## config.mk

```make
export PLATFORM = sky130hd
export DESIGN_NAME = aqua_level_ctrl
export DESIGN_NICKNAME = d
export VERILOG_FILES = /design/src/rtl/aqua_level_ctrl.sv
export SDC_FILE = /design/constraint.sdc
export NUM_CORES = 1
export LEC_CHECK = 0
export BUFFER_PORTS_ARGS = -buffer_cell sky130_fd_sc_hd__buf_2
export CAP_MARGIN = 15
export CORE_MARGIN = 2
export CORE_UTILIZATION = 52
export CTS_CLUSTER_DIAMETER = 50
export CTS_CLUSTER_SIZE = 10
export DETAILED_ROUTE_END_ITERATION = 16
export PLACE_DENSITY = 0.77
export SYNTH_ARGS = -nofsm -noshare
export SYNTH_HDL_FRONTEND = slang
export SYNTH_SLANG_ARGS = --single-unit
```

## constraint.sdc

```tcl
create_clock -name clock -period 11.9 [get_ports clock]
set_input_delay 0.595 -clock clock [delete_from_list [all_inputs] [get_ports clock]]
set_output_delay 0.595 -clock clock [all_outputs]
set_load 0.005 [all_outputs]
```

## src/rtl/aqua_level_ctrl.sv

```systemverilog
// Water-level controller: polls N_SENS echo channels, aggregates valid readings, classifies level with hysteresis and confirmation.
// Latency: one evaluation per PERIOD_CYC window; meas_done is waited on per channel up to TIMEOUT_CYC cycles.
module aqua_level_ctrl #(
    parameter int N_SENS      = 3,
    parameter int DW          = 12,
    parameter int TIMEOUT_CYC = 1500000,
    parameter int PERIOD_CYC  = 50000000,
    parameter int SPREAD      = 20,
    parameter int HYST        = 5,
    parameter int CONFIRM     = 2,
    localparam int SW = (N_SENS > 1) ? $clog2(N_SENS) : 1
) (
    input  logic          clock,
    input  logic          reset,
    input  logic          iniciar,
    input  logic          manual_abre,
    input  logic [DW-1:0] th_crit,
    input  logic [DW-1:0] th_low,
    input  logic [DW-1:0] th_high,
    output logic          meas_start,
    output logic [SW-1:0] meas_sel,
    input  logic          meas_done,
    input  logic [DW-1:0] meas_dist,
    output logic [DW-1:0] level_dist,
    output logic [1:0]    level_class,
    output logic          abre_valvula,
    output logic          buzzer_baixa,
    output logic          buzzer_alta,
    output logic          fault,
    output logic          result_valid,
    output logic [3:0]    db_estado
);
    localparam logic [2:0] S_IDLE = 3'd0, S_START = 3'd1, S_WAIT = 3'd2, S_NEXT = 3'd3,
                           S_EVAL = 3'd4, S_CLASS = 3'd5, S_HOLD = 3'd6;
    localparam logic [1:0] C_CRIT = 2'b00, C_LOW = 2'b01, C_NORM = 2'b10, C_HIGH = 2'b11;
    localparam int TW = $clog2(TIMEOUT_CYC + 1);
    localparam int CW = $clog2(PERIOD_CYC + 1);
    localparam int NW = $clog2(N_SENS + 1);
    localparam logic [DW:0] DMAX = {1'b0, {DW{1'b1}}};
    localparam logic [DW:0] HYS  = (DW+1)'(HYST);

    logic [2:0]    state_q, state_d;
    logic [SW-1:0] idx_q, idx_d;
    logic [TW-1:0] to_q, to_d;
    logic [CW-1:0] cyc_q, cyc_d;
    logic [DW-1:0] min_q, min_d, max_q, max_d, dist_q, dist_d;
    logic [NW-1:0] cnt_q, cnt_d;
    logic [3:0]    conf_q, conf_d;
    logic [1:0]    class_q, class_d;
    logic          fault_q, fault_d, auto_q, auto_d, start_q, start_d, rv_q, rv_d;
    logic          abre_q, bz_lo_q, bz_hi_q;

    logic [DW:0]   lo_x, hi_x, lo_w, hi_w, d_x;
    logic [1:0]    raw_cls, cand;
    logic [DW-1:0] spread;
    logic          sample_ok;

    // Interval of the current class, widened by HYST and clamped to the distance range.
    always_comb begin
        lo_x = '0;
        hi_x = DMAX;
        case (class_q)
            C_CRIT:  begin lo_x = {1'b0, th_crit}; hi_x = DMAX; end
            C_LOW:   begin lo_x = {1'b0, th_low};  hi_x = {1'b0, th_crit} - 1'b1; end
            C_NORM:  begin lo_x = {1'b0, th_high} + 1'b1; hi_x = {1'b0, th_low} - 1'b1; end
            default: begin lo_x = '0; hi_x = {1'b0, th_high}; end
        endcase
        lo_w = (lo_x > HYS) ? lo_x - HYS : '0;
        hi_w = (hi_x + HYS > DMAX) ? DMAX : hi_x + HYS;
        d_x  = {1'b0, dist_q};
        if (dist_q >= th_crit)     raw_cls = C_CRIT;
        else if (dist_q >= th_low) raw_cls = C_LOW;
        else if (dist_q <= th_high) raw_cls = C_HIGH;
        else                       raw_cls = C_NORM;
        cand      = (d_x >= lo_w && d_x <= hi_w) ? class_q : raw_cls;
        spread    = max_q - min_q;
        sample_ok = (meas_dist != '0) && (meas_dist != '1);
    end

    always_comb begin
        state_d = state_q;
        idx_d   = idx_q;
        to_d    = to_q;
        cyc_d   = (cyc_q == '1) ? cyc_q : cyc_q + 1'b1;
        min_d   = min_q;
        max_d   = max_q;
        cnt_d   = cnt_q;
        conf_d  = conf_q;
        class_d = class_q;
        dist_d  = dist_q;
        fault_d = fault_q;
        auto_d  = auto_q;
        start_d = 1'b0;
        rv_d    = 1'b0;
        case (state_q)
            S_IDLE: if (iniciar) begin
                state_d = S_START; idx_d = '0; cyc_d = '0; start_d = 1'b1;
                min_d = '1; max_d = '0; cnt_d = '0;
            end
            S_START: begin
                state_d = S_WAIT;
                to_d    = '0;
            end
            S_WAIT: begin
                if (meas_done) begin
                    state_d = S_NEXT;
                    if (sample_ok) begin
                        if (meas_dist < min_q) min_d = meas_dist;
                        if (meas_dist > max_q) max_d = meas_dist;
                        cnt_d = cnt_q + 1'b1;
                    end
                end else if (to_q == TW'(TIMEOUT_CYC - 1)) begin
                    state_d = S_NEXT;
                end else begin
                    to_d = to_q + 1'b1;
                end
            end
            S_NEXT: begin
                if (idx_q < SW'(N_SENS - 1)) begin
                    idx_d = idx_q + 1'b1; state_d = S_START; start_d = 1'b1;
                end else begin
                    state_d = S_EVAL;
                end
            end
            S_EVAL: begin
                state_d = S_CLASS;
                rv_d    = 1'b1;
                if (cnt_q == '0 || spread > DW'(SPREAD)) begin
                    fault_d = 1'b1;
                end else begin
                    fault_d = 1'b0;
                    dist_d  = min_q;
                end
            end
            S_CLASS: begin
                state_d = S_HOLD;
                if (!fault_q) begin
                    if (cand == class_q) begin
                        conf_d = '0;
                    end else if (conf_q + 4'd1 == 4'(CONFIRM)) begin
                        conf_d  = '0;
                        class_d = cand;
                        if (cand == C_CRIT || cand == C_LOW) auto_d = 1'b1;
                        else if (cand == C_HIGH)             auto_d = 1'b0;
                    end else begin
                        conf_d = conf_q + 4'd1;
                    end
                end
            end
            S_HOLD: if (cyc_q >= CW'(PERIOD_CYC - 1)) begin
                if (iniciar) begin
                    state_d = S_START; idx_d = '0; cyc_d = '0; start_d = 1'b1;
                    min_d = '1; max_d = '0; cnt_d = '0;
                end else begin
                    state_d = S_IDLE;
                end
            end
            default: state_d = S_IDLE;
        endcase
    end

    always_ff @(posedge clock) begin
        if (!reset) begin
            state_q <= S_IDLE;  idx_q  <= '0;  to_q   <= '0;  cyc_q   <= '0;
            min_q   <= '1;      max_q  <= '0;  cnt_q  <= '0;  conf_q  <= '0;
            class_q <= C_NORM;  dist_q <= '0;  fault_q <= 1'b0; auto_q <= 1'b0;
            start_q <= 1'b0;    rv_q   <= 1'b0;
            abre_q  <= 1'b0;    bz_lo_q <= 1'b0; bz_hi_q <= 1'b0;
        end else begin
            state_q <= state_d; idx_q  <= idx_d;  to_q    <= to_d;    cyc_q  <= cyc_d;
            min_q   <= min_d;   max_q  <= max_d;  cnt_q   <= cnt_d;   conf_q <= conf_d;
            class_q <= class_d; dist_q <= dist_d; fault_q <= fault_d; auto_q <= auto_d;
            start_q <= start_d; rv_q   <= rv_d;
            abre_q  <= auto_q | manual_abre;
            bz_lo_q <= (class_q == C_CRIT);
            bz_hi_q <= (class_q == C_HIGH);
        end
    end

    assign meas_start   = start_q;
    assign meas_sel     = idx_q;
    assign level_dist   = dist_q;
    assign level_class  = class_q;
    assign abre_valvula = abre_q;
    assign buzzer_baixa = bz_lo_q;
    assign buzzer_alta  = bz_hi_q;
    assign fault        = fault_q;
    assign result_valid = rv_q;
    assign db_estado    = {1'b0, state_q};
endmodule

```

* After elaboration in Yosys (flattened, before gate mapping)
Index checks and enable logic that the tools add are counted.
** Operators by class
- Add/sub/neg operators :: 11
- Order comparisons :: 12
- Equal/unequal tests :: 26
- Multiplexer cells :: 53
- Bitwise operators :: 4
- Reductions and logical operators :: 23
** Operator list (number)
- 2-to-1 mux 12 bit :: 10
- 2-to-1 mux 26 bit :: 3
- case mux 13 bit (3 select lines) :: 2
- case mux 12 bit (3 select lines) :: 2
- case mux 26 bit (2 select lines) :: 1
- 2-to-1 mux 21 bit :: 2
- case mux 21 bit (2 select lines) :: 1
- adder 26 x 1 -> 26 bit (second input constant) :: 1
- == test 26 bit (second input constant) :: 1
- greater-or-equal comparator 26 bit (second input constant) :: 1
- 2-to-1 mux 13 bit :: 2
- subtractor 12 x 1 -> 13 bit (second input constant) :: 2
- greater-or-equal comparator 12 bit :: 2
- adder 21 x 1 -> 21 bit (second input constant) :: 1
- == test 21 bit (second input constant) :: 1
- case mux 3 bit (7 select lines) :: 1
- 2-to-1 mux 2 bit :: 10
- != test 2 bit (second input constant) :: 9
- 2-to-1 mux 3 bit :: 5
- AND reduction 5 bit :: 3
- adder 12 x 1 -> 13 bit (second input constant) :: 1
- adder 13 x 3 -> 13 bit (second input constant) :: 1
- greater-or-equal comparator 12 x 13 -> 1 bit :: 1
- > comparator 13 x 12 -> 1 bit (second input constant) :: 1
- 36 further kinds :: 65
** Storage, ports and cells
- Flip-flop bits (word level) :: 103
- Input port bits :: 53

* Longest topological paths before layout
Gate-level depths: netlist (run 1).
- Depth after elaboration :: 12
- Mapped depth :: 27
- Depth with buffers taken out :: 25

* Worst setup path before layout (run 1)
No wires, ideal clock.
- Kind :: reg2reg
- Start point :: reg class_q[0] (netlist: level_class[0])
- End point :: reg class_q[0] (netlist: level_class[0])
- Arrival time :: 5.566 ns
- Slack :: 6.220 ns
- Stages on the path, launching flop included :: 26
- Buffers on the path :: 6
- Cell sequence :: dfxtp_1 -> ha_1 -> buf_2 -> buf_2 -> buf_1 -> clkbuf_1 -> buf_1 -> mux2i_1 -> ha_1 -> inv_1 -> a22oi_1 -> nor3b_1 -> nor2b_1 -> nand4_1 -> xnor2_1 -> buf_4 -> nor2_1 -> ha_1 -> and4_1 -> a2111oi_0 -> a31oi_1 -> nor2_1 -> o21ai_0 -> o32ai_2 -> nor4_1 -> o21a_1
** On the way
- Cells in the longest elaborated chain, start to end :: 11
** RTL lines
- start: declaration :: line 49 : logic [1:0] class_q, class_d;
- start signal: assignment :: line 172 : class_q <= class_d; dist_q <= dist_d; fault_q <= fault_d; auto_q <= auto_d;
- == test 2 bit, or another cell as far along :: line 62 : case (class_q)
- case mux 13 bit (3 select lines) :: line 62
- adder 13 x 3 -> 13 bit :: line 69 : hi_w = (hi_x + HYS > DMAX) ? DMAX : hi_x + HYS;
- > comparator 13 x 12 -> 1 bit :: line 69
- 2-to-1 mux 13 bit :: line 69
- less-or-equal comparator 12 x 13 -> 1 bit :: line 75 : cand = (d_x >= lo_w && d_x <= hi_w) ? class_q : raw_cls;
- logical AND 1 bit :: line 75
- 2-to-1 mux 2 bit :: line 75
- == test 2 bit :: line 138 : if (cand == class_q) begin
- inverter 1 bit (no source line)
- AND reduction 4 bit (no source line)
Several ways; a longest one is shown, not always the timed one.
A chain may end at the register's enable or synchronous reset.

* Final worst setup path (run 1)
Same ends and word-level chain as after synthesis.

==> results of run 1 <==
==> sequential cells by signal (all words and copies together) (netlist names) <==
name          flops
auto_q            1
cyc_q            26
fault             1
buzzer_alta       1
buzzer_baixa      1
level_class       2
meas_sel          2
min_q            12
meas_start        1
level_dist       12
conf_q            4
max_q            12
abre_valvula      1
state_q           3
cnt_q             2
to_q             21
result_valid      1
==> cells in the mapped netlist, types with 13 or more instances <==
| cell | n |
|---|---|
| ha_1 | 110 |
| nor2_1 | 109 |
| dfxtp_1 | 103 |
| inv_1 | 93 |
| a21oi_1 | 75 |
| nand2_1 | 72 |
| o21ai_0 | 58 |
| nand3_1 | 52 |
| xor2_1 | 35 |
| xnor2_1 | 34 |
| nor3_1 | 26 |
| nand4_1 | 24 |
| clkbuf_1 | 23 |
| and3_1 | 17 |
| nor2b_1 | 17 |
| nand2b_1 | 16 |
| a21o_1 | 15 |
| mux2i_1 | 15 |
| mux2_2 | 14 |
| o22a_1 | 13 |
==> cell type report <==
class / count / area (µm²)
clock buffers: 12 / 256
clock inverters: 3 / 42.5
fillers: 1558 / 6930
inverters: 93 / 349
multi-input cells: 879 / 6160
flip-flops and latches: 103 / 2060
well taps: 220 / 275
repair buffers: 86 / 453
==> power by group through the flow <==
stage | clock (mW) | sequential, mW | combinational, mW
floorplan | 0 | 0.362 | 0.106
global placement | 0 | 0.365 | 0.148
detailed placement | 0 | 0.365 | 0.151
CTS | 0.303 | 0.357 | 0.152
global route | 0.315 | 0.358 | 0.173
finish | 0.298 | 0.358 | 0.154
==> logic make-up after synthesis <==
family,synth area share (%)
DFF,23.6
muxes,3.68
buffers and inverters,6.08
adders and majority gates,16.0
and+or+nand+nor,24.7
AOI/OAI and AO/OA,19.0
xor gates and xnor gates,6.91
other,0.0429
==> worst min-delay path by stage <==
stage	from	end	slack [ns]	cells past startpoint
6_report	cnt_q[1]$_SDFFE_PN0P_	cnt_q[1]$_SDFFE_PN0P_	0.45	2
5_1_grt	cnt_q[1]$_SDFFE_PN0P_	cnt_q[1]$_SDFFE_PN0P_	0.48	2
4_1_cts	cnt_q[1]$_SDFFE_PN0P_	cnt_q[1]$_SDFFE_PN0P_	0.46	2
3_5_place_dp	cnt_q[1]$_SDFFE_PN0P_	cnt_q[1]$_SDFFE_PN0P_	0.45	2
3_3_place_gp	cnt_q[1]$_SDFFE_PN0P_	cnt_q[1]$_SDFFE_PN0P_	0.44	2
2_1_floorplan	cnt_q[1]$_SDFFE_PN0P_	cnt_q[1]$_SDFFE_PN0P_	0.43	2
==> worst max-delay path, stage by stage (launching register included) <==
cell       delay (ns)
dfxtp_1          0.37
inv_1            0.17
ha_1             0.16
buf_4            0.31
mux2i_1          0.37
o2111ai_1        0.35
and2_1           0.29
o41ai_1          0.57
nand2_1          0.15
nor2b_1          0.23
nand4_1          0.14
xnor2_1          0.68
o21ba_2          0.26
ha_1             0.28
and4_1           0.16
a2111oi_0        0.41
a31oi_1          0.13
nor2_1           0.09
o21ai_0          0.17
o32ai_2          0.55
nor4_1           0.13
o21a_1           0.21
==> cells in the final DEF (no fill, tap or decap), types with 13 or more instances in the layout <==
| cell type | Yosys | routed |
|---|---|---|
| mux2_2 | 14 | 14 |
| a21oi_1 | 75 | 75 |
| mux2i_1 | 15 | 15 |
| dfxtp_1 | 103 | 103 |
| nor2_1 | 109 | 109 |
| nand3_1 | 52 | 52 |
| xor2_1 | 35 | 35 |
| xnor2_1 | 34 | 34 |
| nand2b_1 | 16 | 16 |
| nand4_1 | 24 | 24 |
| and3_1 | 17 | 17 |
| o22a_1 | 13 | 13 |
| nand2_1 | 72 | 72 |
| o21ai_0 | 58 | 57 |
| nor3_1 | 26 | 25 |
| a21o_1 | 15 | 15 |
| inv_1 | 93 | 93 |
| ha_1 | 110 | 110 |
| buf_2 | 7 | 77 |
| nor2b_1 | 17 | 17 |
==> routing by layer <==
layer / up-vias / track usage (%)
met1: 3907 / 34.7
met2: 224 / 42.7
li1: 4130 / -
met3: 28 / 3.04
met5: - / 0
met4: 0 / 7.15
==> metrics by stage <==
stage,cells,setup WS [ns]
6_report,1396,5.60
5_1_grt,1396,5.04
4_1_cts,1395,5.69
3_5_place_dp,1380,5.73
3_3_place_gp,1380,5.86
2_1_floorplan,1114,6.22
==> metrics.cfg, run 1 <==
[run_status]
status=completed

[floorplanning]
die_area_um2=17900
core-area_um2=16500
ios=79
core.rowCount=47
die_y_um=134
initial_core_util_pct=52.9
die_w_um=134

[worst_setup_path]
r2r_start=level_class[0]$_SDFFE_PN0P_
start_kind=flop
timing.rr.end=level_class[0]$_SDFFE_PN0P_
end_kind=flop
ff2ff_path_depth=21
crit_fanout=29
crit_end=level_class[0]$_SDFFE_PN0P_
cp_data_required_time_ns=12.14
worst_ep_arrival_time_ns=6.54
crit_start=level_class[0]$_SDFFE_PN0P_
r2r_setup_slack_ns=5.60
critPathKind=reg2reg

[cells_and_area]
area_growth_pct=9.79
nets=1336
fin_util_pct=58.1
layout-drive-gt1-share_pct=11.2
stdcell_area_um2=9600
antenna_cells=0

[detailed_routing]
highest_layer=met4
ant_nets=0
wl_met2_mm=10.6
drt_first_pass_iters=5
wire_per_inst_um=16.2
dr_wl_met3_mm=1.02
wl_met1_mm=10.6
vias_per_cell=5.94
drc=0
vias=8289
drt_wl_total_mm=22.6
drt_iter0_drc=678

[timing]
drv_slew=0
timing.fmax_mhz=159
fin_crit_ns=6.30
setup_tns_ns=0
rsz0062_at_grt=no
relSlewSlack_pct=29.9
finalSetupViolations=0
finalHoldViolations=0
tightest_slew_ns=1.05
finClkSkew_ns=0.00692
fin_crit_sh_pct=52.9
whs_ns=0.452

[place]
globalplace.congestion=0.929
dp_hpwl_mm=17.3
io_buffers=77
placed_area_um2=9290

[clocking]
numCtsBuffers=9
htreeDepth=3
insertion_delay_ns=0.35
cts_setup_buffers=0
cts-root-buf=clkbuf_16
hold_buffers=0
postCtsResizedCells=0
cts.sinks=103
clock_path_buffers=2
clk_pin_slew_ns=0.07
cts_tree=built

[global_route]
grt_pass1_wl_mm=37.4
track_usage_pct=25.5
grt_pass1_vias=7663
grt-ovfl-total=0
grt_start_max_net_pins=50
antenna_found_initial=0

[synth]
synthFlopType=dfxtp_1
synth_top_area_share_pct=23.6
yosys.area.top_type=dfxtp_1
synth_enable_flop_cells=0
synth-seq-cells=103
avgSynthCellArea_um2=7.85
synth.distinct_cells=75
syn-cell-area_um2=8740
yosys_warnings=0
async_flop_share_pct=0
synthTopCellsByArea=dfxtp_1, ha_1, nor2_1, a21oi_1, inv_1
synth_fp_nets=1278
synthCells=1114
synth_seq_area_share_pct=23.6

[pwr]
powerDensity_nw_per_um2=84.3
power_uw=809
p_leak_nw=4.27
pwr-share-clk_pct=36.8
p_comb_share_pct=19.1
switching_share_pct=27.9
pwr-share-seq_pct=44.2
net-switching-power_uw=226
peakVddDrop_uv=95.7
p_int_uw=584

[run]
drv_cap=0

[worst_hold_path]
hold_path.class=reg2reg

No activity file was read; power rests on OpenSTA's default activity.
==> run 2, diff against run 1 <==
==> constraint.sdc (replaced) <==
create_clock -name clock -period 6 [get_ports clock]
set_input_delay 0.3 -clock clock [delete_from_list [all_inputs] [get_ports clock]]
set_output_delay 0.3 -clock clock [all_outputs]
set_load 0.005 [all_outputs]
==> run 2 against run 1 <==
Net effect:
- highest routed layer unchanged
- critical path depth up 6
- clock power is 88% higher
- wire length up 2.6%
- combinational power rose by 100%
- clock skew fell by 0.00064 ns
- first-iteration DRC count fell by 7.7%
- sequential share of layout area decreased by 0.23 points
==> metrics.cfg, run 2 (synthesis results as in run 1) <==
[global_route]
antenna_found_initial=0  ; unchanged
grt_pass1_wl_mm=38.4  ; +2.7%
track_usage_pct=26.1  ; +0.64 points
grt-ovfl-total=0  ; unchanged
grt_start_max_net_pins=42  ; -16%
grt_pass1_vias=7914  ; +3.3%
busiest_layer=met2
use_met1_pct=34.8  ; +0.16 points
gr-usage-met2_pct=43.7  ; +1.1 points
use_met3_pct=4.49  ; +1.4 points

[cells_and_area]
finalNonFillerCells=1409  ; +0.93%
fin_util_pct=58.7  ; +0.64 points
layout-drive-gt1-share_pct=12.6  ; +1.4 points
nets=1348  ; +0.90%
regMostFlops=cyc_q
antenna_cells=0  ; unchanged
largest_reg_flops=26  ; unchanged
layout_common_cells=nor2_1, ha_1, dfxtp_1
area_growth_pct=11.0
largestRegisters=cyc_q: 26 flops, to_q: 21 flops

[detailed_routing]
vias_per_cell=5.95  ; +0.28%
vias=8390  ; +1.2%
drt_iter0_drc=626  ; -7.7%
drt_wl_total_mm=23.2  ; +2.6%
ant_nets=0  ; unchanged
drt_first_pass_iters=6  ; +1
drc=0  ; unchanged
wire_per_inst_um=16.4  ; +1.6%

[timing]
whs_ns=0.261  ; -0.191 ns
timing.fmax_mhz=180  ; +13%
finalSetupViolations=0  ; unchanged
fin_crit_ns=5.56  ; -0.734 ns
setup_tns_ns=0  ; unchanged
drv_slew=0  ; unchanged
final_critical_path_setup_slack_ns=0.439  ; -5.17 ns
finClkSkew_ns=0.00628  ; -0.000642 ns
fin_crit_sh_pct=92.7  ; +40 points
finalHoldViolations=0  ; unchanged
tightest_slew_ns=1.08  ; +0.0307 ns
relSlewSlack_pct=27.9  ; -2.1 points

[place]
globalplace.congestion=1.00  ; +7.9%
place_ws_ns=0.137  ; -5.59 ns
dp.cells=1390  ; +0.72%
io_buffers=77  ; unchanged
dp_hpwl_mm=17.8  ; +3.0%

[floorplanning]
ios=79  ; unchanged
die_area_um2=17900  ; unchanged
die_y_um=134  ; unchanged
core-area_um2=16500  ; unchanged
die_w_um=134  ; unchanged
initial_core_util_pct=52.9  ; unchanged
core.rowCount=47  ; unchanged

[clocking]
htreeDepth=3  ; unchanged
cts-root-buf=clkbuf_16
cts_tree=built
clk_pin_slew_ns=0.07  ; about the same
hold_buffers=0  ; unchanged
insertion_delay_ns=0.35  ; about the same
numCtsBuffers=9  ; unchanged
cts.sinks=103  ; unchanged
clock_path_buffers=2  ; unchanged

[worst_setup_path]
timing.rr.end=conf_q[1]$_SDFFE_PN0P_
r2r_start=level_class[0]$_SDFFE_PN0P_
crit_start=level_class[0]$_SDFFE_PN0P_
ff2ff_path_depth=27  ; +29%
cp_data_required_time_ns=6.28  ; -5.86 ns
worst_ep_arrival_time_ns=5.85  ; -0.69 ns
crit_fanout=8  ; -72%
crit_end=conf_q[1]$_SDFFE_PN0P_
r2r_setup_slack_ns=0.44  ; -5.17 ns
end_kind=flop
critPathKind=reg2reg
start_kind=flop

[run_status]
status=completed

[worst_hold_path]
hold_path.class=in2reg

[pwr]
peakVddDrop_uv=243  ; +150%
powerDensity_nw_per_um2=163  ; +93%
p_leak_nw=4.34  ; +1.6%

[run]
drv_cap=0  ; unchanged

-- run 2: changes by cell type in the layout (fill, tap and decap cells not counted), sizes merged --
cell	before	now
inv	93	96
buf	86	98
clkinv	1	3
bufinv	1	0
clkbuf	12	9
-- run 2: where the power goes --
part | switching, mW | leakage (nW) | internal, mW
clock network | 0.274 | 0.138 | 0.287
registers | 0.0136 | 0.832 | 0.695
logic | 0.189 | 3.37 | 0.121
-- run 2: worst max-delay path, cell delays in order (launching register included) --
cell,delay [ns]
dfxtp_1,0.31
inv_1,0.14
ha_2,0.30
mux2i_1,0.27
ha_1,0.27
inv_1,0.05
a211oi_1,0.07
a21oi_1,0.20
ha_1,0.18
inv_1,0.06
a22oi_1,0.26
nor3b_2,0.33
nor2b_1,0.26
nand4_1,0.24
xnor2_4,0.32
buf_4,0.18
nor2_1,0.04
ha_1,0.28
nor2b_1,0.14
o211ai_1,0.09
a21o_1,0.16
a31oi_1,0.16
nor2_1,0.06
o21ai_1,0.28
o32ai_2,0.17
buf_4,0.20
or3_1,0.33
a21oi_1,0.13
-- run 2: final cells by class --
cell class	count	area, µm²
timing repair buffer	98	543
multi-input combinational	879	6190
clock buffer	9	225
tap	220	275
clock inverter	7	55.1
inverter	93	349
fill	1522	6820
sequential	103	2060
-- run 2: what timing repair did --
item / in CTS / in global routing
buffers inserted: 0 / 2
endpoints found under the setup margin: 0 / 7
gates resized for setup: 0 / 6
-- run 2: worst min path at each step --
stage / cells past startpoint / startpoint / slack (ns) / end
after floorplan: 2 / manual_abre / 0.42 / abre_valvula$_SDFF_PN0_
after global placement: 2 / cnt_q[1]$_SDFFE_PN0P_ / 0.44 / cnt_q[1]$_SDFFE_PN0P_
after detailed placement: 2 / cnt_q[1]$_SDFFE_PN0P_ / 0.45 / cnt_q[1]$_SDFFE_PN0P_
after CTS: 2 / meas_dist[8] / 0.26 / min_q[8]$_SDFFE_PN1P_
after global routing: 2 / meas_dist[7] / 0.27 / min_q[7]$_SDFFE_PN1P_
final: 2 / meas_dist[8] / 0.26 / min_q[8]$_SDFFE_PN1P_
-- run 2: routing by layer --
| metal | vias up | part of all wire, % | wire (µm) |
|---|---|---|---|
| li1 | 4157 | - | - |
| met1 | 3914 | 45 | 10500 |
| met2 | 275 | 46 | 10600 |
| met3 | 44 | 7.1 | 1650 |
| met4 | 0 | 1.8 | 418 |
| met5 | - | 0 | 0 |
-- run 2: stage by stage --
step	total power [mW]	cell area, µm²
after floorplan	0.928	8740
after global placement	1.02	9370
after detailed placement	1.03	9370
after CTS	1.58	9650
after global routing	1.66	9700
final	1.58	9700
